`config.mk`:
```
export PLATFORM = sky130hd
export DESIGN_NAME = ecc_decoder
export DESIGN_NICKNAME = d
export VERILOG_FILES = /design/src/rtl/ecc_decoder.sv
export SDC_FILE = /design/constraint.sdc
export NUM_CORES = 1
export LEC_CHECK = 0
export ABC_CLOCK_PERIOD_IN_PS = 4400
export CORE_MARGIN = 2
export CORE_UTILIZATION = 52
export DETAILED_ROUTE_END_ITERATION = 16
export HOLD_SLACK_MARGIN = 0.03
export MAX_ROUTING_LAYER = met4
export PLACE_DENSITY = 0.87
export SLEW_MARGIN = 20
export SYNTH_ARGS = -nofsm -noshare
export SYNTH_HDL_FRONTEND = slang
export SYNTH_SLANG_ARGS = --single-unit
```
`constraint.sdc`:
```
create_clock -name clk -period 4.4 [get_ports clk]
set_input_delay 0.88 -clock clk [delete_from_list [all_inputs] [get_ports clk]]
set_output_delay 0.88 -clock clk [all_outputs]
set_load 0.01 [all_outputs]
```
`src/rtl/ecc_decoder.sv`:
```
// Registered extended-Hamming SECDED decoder: one codeword per cycle in,
// corrected data plus error status and syndrome one clock later.
module ecc_decoder #(
    parameter int data_bit_width      = 64,
    parameter int redundant_bit_width = 8
) (
    input  logic                                          clk,
    input  logic                                          rst,
    input  logic                                          dec_valid_in,
    input  logic [data_bit_width+redundant_bit_width-1:0] dec_data_in,
    output logic                                          dec_valid_out,
    output logic [data_bit_width-1:0]                     dec_data_out,
    output logic                                          dec_sec_err,
    output logic                                          dec_ded_err,
    output logic [redundant_bit_width-1:0]                dec_syndrome
);

    localparam int D = data_bit_width;
    localparam int R = redundant_bit_width;
    localparam int N = D + R;

    // Positions covered by Hamming check bit m+1: every k >= 1 with bit m of k set.
    function automatic logic [N-1:0] col_mask(input int unsigned m);
        logic [N-1:0] mask;
        mask = '0;
        for (int unsigned k = 1; k < N; k++) begin
            mask[k] = ((k >> m) & 1) != 0;
        end
        return mask;
    endfunction

    logic [R-2:0] s;
    logic         p;
    logic         s_nonzero;
    logic         in_range;
    logic         correct;
    logic         sec;
    logic         ded;
    logic [D-1:0] data_ext;

    for (genvar m = 0; m < R - 1; m++) begin : g_syn
        assign s[m] = ^(dec_data_in & col_mask(m));
    end

    assign p = ^dec_data_in;

    always_comb begin
        s_nonzero = (s != '0);
        in_range  = (int'(s) < N);
        correct   = p && s_nonzero && in_range;
        sec       = p && (!s_nonzero || in_range);
        ded       = s_nonzero && (!p || !in_range);
    end

    // Data bits sit at every non-power-of-two position; flip the one the syndrome names.
    for (genvar j = 1; j < N; j++) begin : g_ext
        if ((j & (j - 1)) != 0) begin : g_bit
            assign data_ext[j - $clog2(j) - 1] = dec_data_in[j] ^ (correct && (int'(s) == j));
        end
    end

    always_ff @(posedge clk or posedge rst) begin
        if (rst) begin
            dec_valid_out <= 1'b0;
            dec_data_out  <= '0;
            dec_sec_err   <= 1'b0;
            dec_ded_err   <= 1'b0;
            dec_syndrome  <= '0;
        end else begin
            dec_valid_out <= dec_valid_in;
            if (dec_valid_in) begin
                dec_data_out <= data_ext;
                dec_sec_err  <= sec;
                dec_ded_err  <= ded;
                dec_syndrome <= {s, p};
            end
        end
    end

endmodule

```
==> Yosys cells after proc, flatten, opt, wreduce, memory -nomap -nowiden <==
Cells that the tools add are included.
{ "classes": {"n_eq_ne": 64, "reduce_logical": 82, "order_cmp": 1, "bitwise": 64} }
{ "ops": {"columns": ["cell", "n"], "rows": [
  ["$reduce_xor 72->1", 8],
  ["$eq 7x7->1 const B", 38],
  ["$eq 7x6->1 const B", 15],
  ["$logic_and 1x1->1", 68],
  ["$xor 1x1->1", 64],
  ["$eq 7x5->1 const B", 7],
  ["$eq 7x4->1 const B", 3],
  ["$eq 7x3->1 const B", 1],
  ["$lt 7x7->1 const B", 1],
  ["$reduce_bool 7->1", 1],
  ["$logic_not 1->1", 3],
  ["$logic_or 1x1->1", 2]
]} }
{ "totals": {"elab_cells": 216, "ff_bits": 75, "input_bits": 75, "output_inout_bits": 75} }

==> Depth between registers and ports, before layout <==
Gate-level depths: netlist of run 1.
{ "logic_depth": {"depth_word": 6, "depth_mapped": 11, "depth_no_buf": 8} }

==> Worst setup path before layout of run 1 <==
OpenSTA, ideal clock, no wires.
{ "synth_timing": {"path_kind": "input to register", "start": "input dec_data_in[60]", "end": "register dec_data_out[43]", "t_arrival_ps": 3283, "path_buffers": 3, "required_time_ps": 4264, "setup_slack_ps": 981, "stages": 11, "setup_ps": 136, "cell_sequence": "xor2_1 -> xnor2_1 -> xnor2_1 -> xor2_1 -> xnor3_1 -> buf_6 -> or4b_1 -> buf_2 -> buf_6 -> o211ai_2 -> o311ai_1"} }
{ "synth_between": {"elab_chain_cells": 6, "elab_cells_between_ends": 12, "classes_between": "1 x order compare; 1 x eq/ne; 1 x bitwise; 9 x reduce/logical"} }
{ "synth_rtl": {"columns": ["element", "line_no", "rtl"], "rows": [
  ["start, declared", "10", "input logic [data_bit_width+redundant_bit_width-1:0] dec_data_in,"],
  ["branches (longest 4 deep; another with $lt 7x7->1)", null, null],
  ["$logic_and 1x1->1 (*)", "58", "assign data_ext[j - $clog2(j) - 1] = dec_data_in[j] ^ (correct && (int'(s) == j));"],
  ["$xor 1x1->1 (*)", "58", null],
  ["end signal, assigned", "72", "dec_data_out <= data_ext;"],
  ["end, declared", "12", "output logic [data_bit_width-1:0] dec_data_out,"]
]} }
Every way passes the cells marked *.
A chain may end at the register's enable or synchronous reset.

==> Worst setup path after layout of run 1 <==
{ "layout_timing": {"start": "input dec_data_in[67]", "end": "register dec_data_out[1]"} }
The elaborated chain is that of the path after synthesis.

==> impl_metrics.ini, run 1 <==
[power]
leakage_nw = 2.59
power_frac_seq_pct = 18.5
p_switching_w = 0.00239
p_sw_share_pct = 49.2
worst_ir_drop_vdd_uv = 392
pwr-share-comb_pct = 70.4
clkPwrFrac_pct = 11.1
internal_power_w = 0.00247
report.power.total_w = 0.00487
power.density_mw_per_mm2 = 678

[worst_setup_path]
r2r_setup_slack_ns = 3.61
critPathCapture = dec_data_out[1]
end_kind = flip-flop
critPathKind = primary input to flip-flop
startpoint = dec_data_in[67]
critPathMaxFanout = 13
crit_required_ns = 4.67
reg2regPathDepth = 2
worstReg2RegStart = dec_data_out[24]
rr_endpoint = dec_data_out[24]
crit_arrival_ns = 4.40
startpoint_type = primary input

[timing]
maxSlewHeadroom_pct = 35.1
slew_viol_final = 0
finClkSkew_ns = 0
period_needed_ns = 4.13
worst_slew_pin_slew_ns = 0.973
finalSetupViolCount = 0
hold_violations = 0
rsz0062_at_grt = false
fin_ws_ns = 0.273
final.period_utilization_pct = 93.8
fmax_mhz = 242

[synth]
avgSynthCellArea_sq_um = 9.87
synth.area.top_cells = dfrtp_1 (37%), xnor2_1 (18%), o311ai_0 (8.1%)
synth-seq-cells = 75
ys_warn_count = 0
ys_seq_area_share_pct = 37.0
ys_types = 33
yosysTopAreaCell = dfrtp_1
synth_area_sq_mm = 0.00507
synth_nets = 589
synth_top_cell_area_share_pct = 37.0
syn_inst = 514

[die]
die_area_sq_mm = 0.0106
fp.dieW_microns = 103
core-area_sq_mm = 0.00964
initial_utilization_pct = 52.6
ios = 150
rows = 36
die_h_microns = 103

[placed_design]
dp_slack_ns = -0.0262
post-dp-hpwl_microns = 13000
numPortBuffers = 149
gp_congestion = 0.965
placed_cells_incl_taps = 807

[detailed_routing]
post_drt_wl_per_cell_microns = 21.0
drtAntennaViolNets = 0
drt_iter0_markers = 390
num_vias = 5172
post-route-drc-count = 0
drt_wl_total_microns = 17300
first_pass_iters = 5
post_drt_via_cell_ratio = 6.28

[final_layout]
diodes = 0
num-fill-cells = 731
final_cell_mix = clkdlybuf4s50_1 (148), xnor2_1 (107), dfrtp_1 (75)
layout.nets = 760
final_core_util_pct = 74.4
drive_above_1_share_pct = 11.6
post_layout_nonfiller_instances = 823
final_common_cell = clkdlybuf4s50_1
areaGrowthSynthToFinish_pct = 41.4

[clocking]
numClockSinks = 75
clk_latency_ns = 0.35
cts_max_path_buffers = 2
clk_pin_slew_ns = 0.09
cts_resized = 0
cts_buffers = 9
cts_tree = done
postCtsSetupBuffers = 0
cts-htree-levels = 3
cts_root_buffer = clkbuf_8
cts-hold-fix-buffers = 0

[min_path]
min_path_type = flip-flop to flip-flop

[run_status]
outcome = completed

[global_routing]
grt_max_degree = 93
grt_pass1_vias = 5098
grt_use_total_pct = 34.0
grt_overflow = 0
grt_pass1_wl_microns = 26600
antenna_found_initial = 0

[flow_run]
max_cap_viol_count = 0
worst min-delay path by stage:
stage | start | to | slack [ns] | cells past startpoint
2_1_floorplan | dec_sec_err | dec_sec_err | 0.52 | 1
3_3_place_gp | dec_syndrome[7] | dec_syndrome[7] | 0.48 | 1
3_5_place_dp | dec_sec_err | dec_sec_err | 0.48 | 1
4_1_cts | dec_sec_err | dec_sec_err | 0.50 | 1
5_1_grt | dec_syndrome[7] | dec_syndrome[7] | 0.50 | 1
6_report | dec_sec_err | dec_sec_err | 0.49 | 1
worst max-delay path: stages:
cell and delay (ns):
clkdlybuf4s50_1 0.58, xor2_1 0.24, xnor2_1 0.14, xnor3_1 0.44
xnor2_1 0.18, xnor2_1 0.78, nand2b_1 0.37, or4_1 0.59
a31oi_1 0.19
cell families (layout without fill, tap and decap cells):
family,Yosys count,after routing,synth area share [%]
AND/OR/NAND/NOR,130,130,12.8
AO/OA/AOI/OAI,138,138,22.5
XOR/XNOR,131,131,24.4
flip-flops,75,75,37.0
buffers and inverters,40,216,3.33
routing by layer:
metal / global-route usage (%) / vias to the layer above / share of wire, %
met4: 15.5 / 0 / 3.2
met5: - / - / 0
met1: 45.7 / 2478 / 40
li1: - / 2286 / -
met3: 4.68 / 60 / 9.4
met2: 51.4 / 348 / 48
synth_stat cells, drive strengths merged:
cell type / number
nor2: 23
o2bb2ai: 1
nand4b: 9
or3: 2
o221ai: 1
or4: 14
o211ai: 46
dfrtp: 75
nand4bb: 1
or3b: 1
a31oi: 12
or4b: 1
nand4: 4
nand3: 9
o31ai: 11
nor3: 2
or2: 2
nand2b: 4
clkbuf: 32
a21oi: 5
inv: 3
o21a: 2
xnor3: 6
o311ai: 60
xnor2: 108
xor2: 17
nand2: 58
buf: 5
area by class of cell:
type	count	area [sq um]	area share [%]
flip-flops and latches	75	1880	26.2
clock inverters	6	66.3	0.924
clock buffers	10	128	1.78
inverters	3	11.3	0.157
well taps	133	166	2.32
repair buffers	197	1900	26.4
multi-input cells	399	3030	42.2
sequential cells by signal (all words and copies together) (netlist names):
name           count
dec_data_out      64
dec_ded_err        1
dec_sec_err        1
dec_syndrome       8
dec_valid_out      1
power by group through the flow:
stage	combinational (W)	sequential (W)	clock [W]
finish	0.00343	0.000901	0.000540
global route	0.00364	0.000913	0.000576
CTS	0.00335	0.000899	0.000548
detailed placement	0.00333	0.000910	0
global placement	0.00327	0.000908	0
floorplan	0.00183	0.000961	0
metrics by stage:
step                hold WS [ns]  area, sq um  TNS [ns]
CTS                        0.496         7170         0
floorplan                  0.516         5070         0
global route               0.504         7170         0
finish                     0.494         7170         0
global placement           0.475         6980         0
detailed placement         0.476         6980   -0.0262
Power figures use the tool's default switching activity.
==> inputs of run 2 (changes only) <==
==> constraint.sdc (replaced) <==
create_clock -name clk -period 4.4 [get_ports clk]
set_input_delay 1.1 -clock clk [delete_from_list [all_inputs] [get_ports clk]]
set_output_delay 1.1 -clock clk [all_outputs]
set_load 0.01 [all_outputs]
==> run 2 against run 1 <==
Sequential power is essentially flat. Clock power grew 29%. Worst setup slack lost 0.12 ns. Final cell count grew 5.1%. Critical endpoint is now dec_data_out[58]. Largest cell class unchanged.
==> impl_metrics.ini, run 2 (synthesized netlist as in run 1, its figures left out) <==
[detailed_routing]
wl_met3_microns = 1750
num_vias = 5456
drt_wl_total_microns = 18800
routed-wl-met2_microns = 9140
wl_met1_microns = 7400
post_drt_wl_per_cell_microns = 21.7
post-route-drc-count = 0
drtAntennaViolNets = 0
drt_iter0_markers = 530
top_layer = met4
post_drt_via_cell_ratio = 6.31
first_pass_iters = 5

[worst_setup_path]
crit_buf_inv = 1
crit_required_ns = 4.63
end_kind = flip-flop
startpoint = dec_data_in[71]
critPathKind = primary input to flip-flop
r2r_setup_slack_ns = 3.60
startpoint_type = primary input
rr_endpoint = dec_data_out[18]
reg2regPathDepth = 2
cpMostUsedCell = xnor2_1
crit_arrival_ns = 4.48
critPathMaxFanout = 7
cp_cell_sequence = clkdlybuf4s50_1 -> xnor2_1 -> xnor2_1 -> xnor2_1 -> xnor3_1 -> xnor2_1 -> nand2b_1 -> or3_1 -> o311ai_0
cp_top_family = XOR/XNOR gates
max_stage_delay_ns = 0.55
crit_slowest_cell = xnor2_1
worstReg2RegStart = dec_data_out[18]

[final_layout]
largest_reg_flops = 64
final_cell_mix = clkdlybuf4s50_1 (148), xnor2_1 (104), buf_4 (87)
top_register = dec_data_out
post_layout_nonfiller_instances = 865
final_common_cell = clkdlybuf4s50_1
areaGrowthSynthToFinish_pct = 49.1
largestRegisters = dec_data_out x64, dec_syndrome x8
drive_above_1_share_pct = 17.2
diodes = 0
final_core_util_pct = 78.5
layout.nets = 802

[timing]
hold_ws_ns = 0.489
finalSetupViolCount = 0
period_needed_ns = 4.25
finClkSkew_ns = 0
rsz0062_at_grt = false
worst_slew_pin_slew_ns = 0.806
final.period_utilization_pct = 96.6
fin_ws_ns = 0.150
final.setup.tns_ns = 0
fmax_mhz = 235
slew_viol_final = 0
hold_violations = 0
maxSlewHeadroom_pct = 46.3

[die]
die_h_microns = 103
fp.dieW_microns = 103
rows = 36
core-area_sq_mm = 0.00964
die_area_sq_mm = 0.0106
ios = 150
initial_utilization_pct = 52.6

[clocking]
numClockSinks = 75
cts_tree = done
clk_pin_slew_ns = 0.08
cts_root_buffer = clkbuf_8
cts-htree-levels = 3
cts-hold-fix-buffers = 0
cts_buffers = 9
cts_max_path_buffers = 2
clk_latency_ns = 0.35

[power]
power.density_mw_per_mm2 = 730
worst_ir_drop_vdd_uv = 477
leakage_nw = 2.85

[placed_design]
dp_slack_ns = -0.104
placed_cells_incl_taps = 849
numPortBuffers = 149
gp_congestion = 1.01
post-dp-hpwl_microns = 13900

[min_path]
holdPathEnd = dec_sec_err
holdPathStages = 1
hp-start = dec_sec_err
min_path_type = flip-flop to flip-flop

[flow_run]
max_cap_viol_count = 0

[global_routing]
antenna_found_initial = 0
grt_overflow = 0
grt_max_degree = 58
grt_pass1_vias = 5442
grt_use_total_pct = 37.4
grt_pass1_wl_microns = 29100

[run_status]
outcome = completed
-- run 2: cell types whose count changed in the layout (fill, tap and decap cells not counted), moves of 2 or more --
cell / change
xnor2_1: -3
clkinvlp_4: -3
buf_4: +43
bufinv_16: +2
clkbuf_8: +3
xnor2_2: +3
-- run 2: timing repair --
item,4_1_cts,5_1_grt
buffers inserted,0,0
endpoints found under the setup margin,0,14
resized for setup,0,4
-- run 2: final cells by class --
class / instances / area [sq um]
clock inverter: 4 / 95.1
inverter: 3 / 11.3
clock buffer: 12 / 165
tap: 133 / 166
multi-input combinational: 399 / 3050
fill: 687 / 2070
sequential: 75 / 1880
timing repair buffer: 239 / 2200
-- run 2: worst max-delay path by stage --
stage	cells after the start	slack (ns)	end
floorplan	11	0.76	dec_data_out[43]
global placement	11	-0.03	dec_data_out[55]
detailed placement	9	-0.10	dec_data_out[53]
CTS	9	0.23	dec_data_out[53]
global route	12	0.04	dec_data_out[33]
finish	9	0.15	dec_data_out[58]
-- run 2: through the flow --
stage | power, W | instance area [sq um]
2_1_floorplan | 0.00279 | 5070
3_3_place_gp | 0.00454 | 7280
3_5_place_dp | 0.00465 | 7280
4_1_cts | 0.00537 | 7540
5_1_grt | 0.00578 | 7570
6_report | 0.00552 | 7570
-- run 2: per-layer routing --
layer	up-vias	GRT usage [%]
li1	2368	-
met1	2658	48.9
met2	379	60.1
met3	51	4.95
met4	0	13.6
met5	-	-
-- run 2: power by group --
part,internal [W],leakage [nW],total [W],switching (W)
Sequential,0.000821,0.892,0.000903,0.0000813
Clock,0.000423,0.133,0.000696,0.000274
Combinational,0.00171,1.82,0.00393,0.00221
Total,0.00296,2.85,0.00552,0.00257
==> inputs of run 3 (changes only) <==
--- a/config.mk
+++ b/config.mk
@@ -9,6 +9,7 @@
 export CORE_MARGIN = 2
 export CORE_UTILIZATION = 52
 export DETAILED_ROUTE_END_ITERATION = 16
+export GPL_TIMING_DRIVEN = 0
 export HOLD_SLACK_MARGIN = 0.03
 export MAX_ROUTING_LAYER = met4
 export PLACE_DENSITY = 0.87
==> run 3 against run 2 <==
Power shrank 10%. Non-clock buffer count shrank 35. Via count shrank 3.2%. Count of clock-buffer cells in the layout is the same. Combinational power shrank 15%. Critical path depth grew 3. Largest power group unchanged. Sequential power is essentially flat. First-iteration DRC count shrank 26%. Die area is the same. Clock power is essentially flat.
==> impl_metrics.ini, run 3 (synthesized netlist as in run 1, its figures left out) <==
[run_status]
outcome = completed

[placed_design]
numPortBuffers = 149
gp_congestion = 1.03
placed_cells_incl_taps = 797
dp_slack_ns = -0.638
post-dp-hpwl_microns = 14000

[min_path]
hp-start = dec_sec_err
holdPathStages = 1
min_path_type = flip-flop to flip-flop
holdPathEnd = dec_sec_err

[final_layout]
drive_above_1_share_pct = 10.5
final_common_cell = clkdlybuf4s50_1
top_register = dec_data_out
largest_reg_flops = 64
diodes = 0
final_cell_mix = clkdlybuf4s50_1 (149), xnor2_1 (100), dfrtp_1 (75)
areaGrowthSynthToFinish_pct = 42.3
layout.nets = 767
final_core_util_pct = 74.9
largestRegisters = dec_data_out x64, dec_syndrome x8
post_layout_nonfiller_instances = 830

[global_routing]
grt_pass1_wl_microns = 27800
grt_use_total_pct = 36.7
grt_max_degree = 42
grt_pass1_vias = 5096
antenna_found_initial = 0
grt_overflow = 0

[worst_setup_path]
crit_arrival_ns = 4.47
r2r_setup_slack_ns = 3.62
critPathKind = primary input to flip-flop
worstReg2RegStart = dec_data_out[21]
critPathMaxFanout = 10
reg2regPathDepth = 2
rr_endpoint = dec_data_out[21]
crit_required_ns = 4.62
crit_slowest_cell = clkdlybuf4s50_1
max_stage_delay_ns = 0.64
startpoint_type = primary input
end_kind = flip-flop
cp_cell_sequence = clkdlybuf4s50_1 -> xor2_1 -> xnor2_2 -> xnor2_2 -> xor2_1 -> xnor3_1 -> buf_6 -> or4b_1 -> buf_2 -> buf_6 -> o211ai_2 -> o311ai_1

[clocking]
cts_buffers = 9
cts-hold-fix-buffers = 0
clk_latency_ns = 0.35
cts_tree = done
clk_pin_slew_ns = 0.08
cts_root_buffer = clkbuf_8
cts-htree-levels = 3
numClockSinks = 75
cts_max_path_buffers = 2

[timing]
worst_slew_pin_slew_ns = 0.782
finClkSkew_ns = 0
maxSlewHeadroom_pct = 47.5
final.period_utilization_pct = 96.6
slew_viol_final = 0
final.setup.tns_ns = 0
period_needed_ns = 4.25
fmax_mhz = 235
finalSetupViolCount = 0
fin_ws_ns = 0.150
hold_violations = 0

[detailed_routing]
post_drt_wl_per_cell_microns = 22.3
drt_iter0_markers = 394
num_vias = 5279
first_pass_iters = 5
post-route-drc-count = 0
post_drt_via_cell_ratio = 6.36
drtAntennaViolNets = 0
drt_wl_total_microns = 18500

[die]
core-area_sq_mm = 0.00964
initial_utilization_pct = 52.6
rows = 36
die_h_microns = 103
die_area_sq_mm = 0.0106
fp.dieW_microns = 103
ios = 150

[power]
power.density_mw_per_mm2 = 686
worst_ir_drop_vdd_uv = 459
leakage_nw = 2.60

[flow_run]
max_cap_viol_count = 0
-- run 3: cell types whose count changed in the layout (fill, tap and decap cells not counted), sizes merged --
cell / change
clkdlybuf4s50: +1
buf: -67
clkbuf: +31
-- run 3: report_power, final --
group          switching (W)  leakage (nW)  internal (W)  total, W
Combinational        0.00212          1.58       0.00124   0.00336
Sequential         0.0000787         0.892      0.000821  0.000900
Clock               0.000270         0.133      0.000423  0.000693
-- run 3: how the worst max path moves through the flow --
stage,start,end,slack (ns),depth (start not counted)
2_1_floorplan,dec_data_in[60],dec_data_out[43],0.76,11
3_3_place_gp,dec_data_in[67],dec_data_out[63],-0.54,11
3_5_place_dp,dec_data_in[67],dec_data_out[63],-0.64,11
4_1_cts,dec_data_in[67],dec_data_out[21],0.004,11
5_1_grt,dec_data_in[30],dec_data_out[2],-0.01,10
6_report,dec_data_in[62],dec_data_out[51],0.15,12
-- run 3: cell type report --
type | instances | area, sq um
clock inverter | 4 | 95.1
multi-input combinational | 399 | 3100
fill | 728 | 2420
clock buffer | 12 | 165
inverter | 3 | 13.8
buffer | 37 | 169
timing repair buffer | 167 | 1640
sequential | 75 | 1880
tap | 133 | 166
-- run 3: what timing repair did --
action                     4_1_cts  5_1_grt
pin swaps                        2        2
setup endpoints to repair       20       46
buffers inserted                11        6
gates resized for setup          3       23
gates cloned                     0        0
hold endpoints to repair         0        0
-- run 3: routing by layer --
metal / global-route usage (%) / part of all wire, %
met5: - / 0
met4: 14.3 / 3.6
met3: 4.27 / 8.1
met2: 57.0 / 48
met1: 49.5 / 41
-- run 3: worst max-delay path: cells and delay by family --
family / cells / cell delay (ns)
compound gates: 2 / 0.27
xor+xnor: 5 / 1.44
buf+inv: 4 / 1.20
simple gates: 1 / 0.46
-- run 3: through the flow --
step	hold slack, ns	instance area (sq um)	power [W]
2_1_floorplan	0.516	5070	0.00279
3_3_place_gp	0.468	6730	0.00380
3_5_place_dp	0.474	6760	0.00388
4_1_cts	0.492	7100	0.00473
5_1_grt	0.506	7220	0.00521
6_report	0.485	7220	0.00496
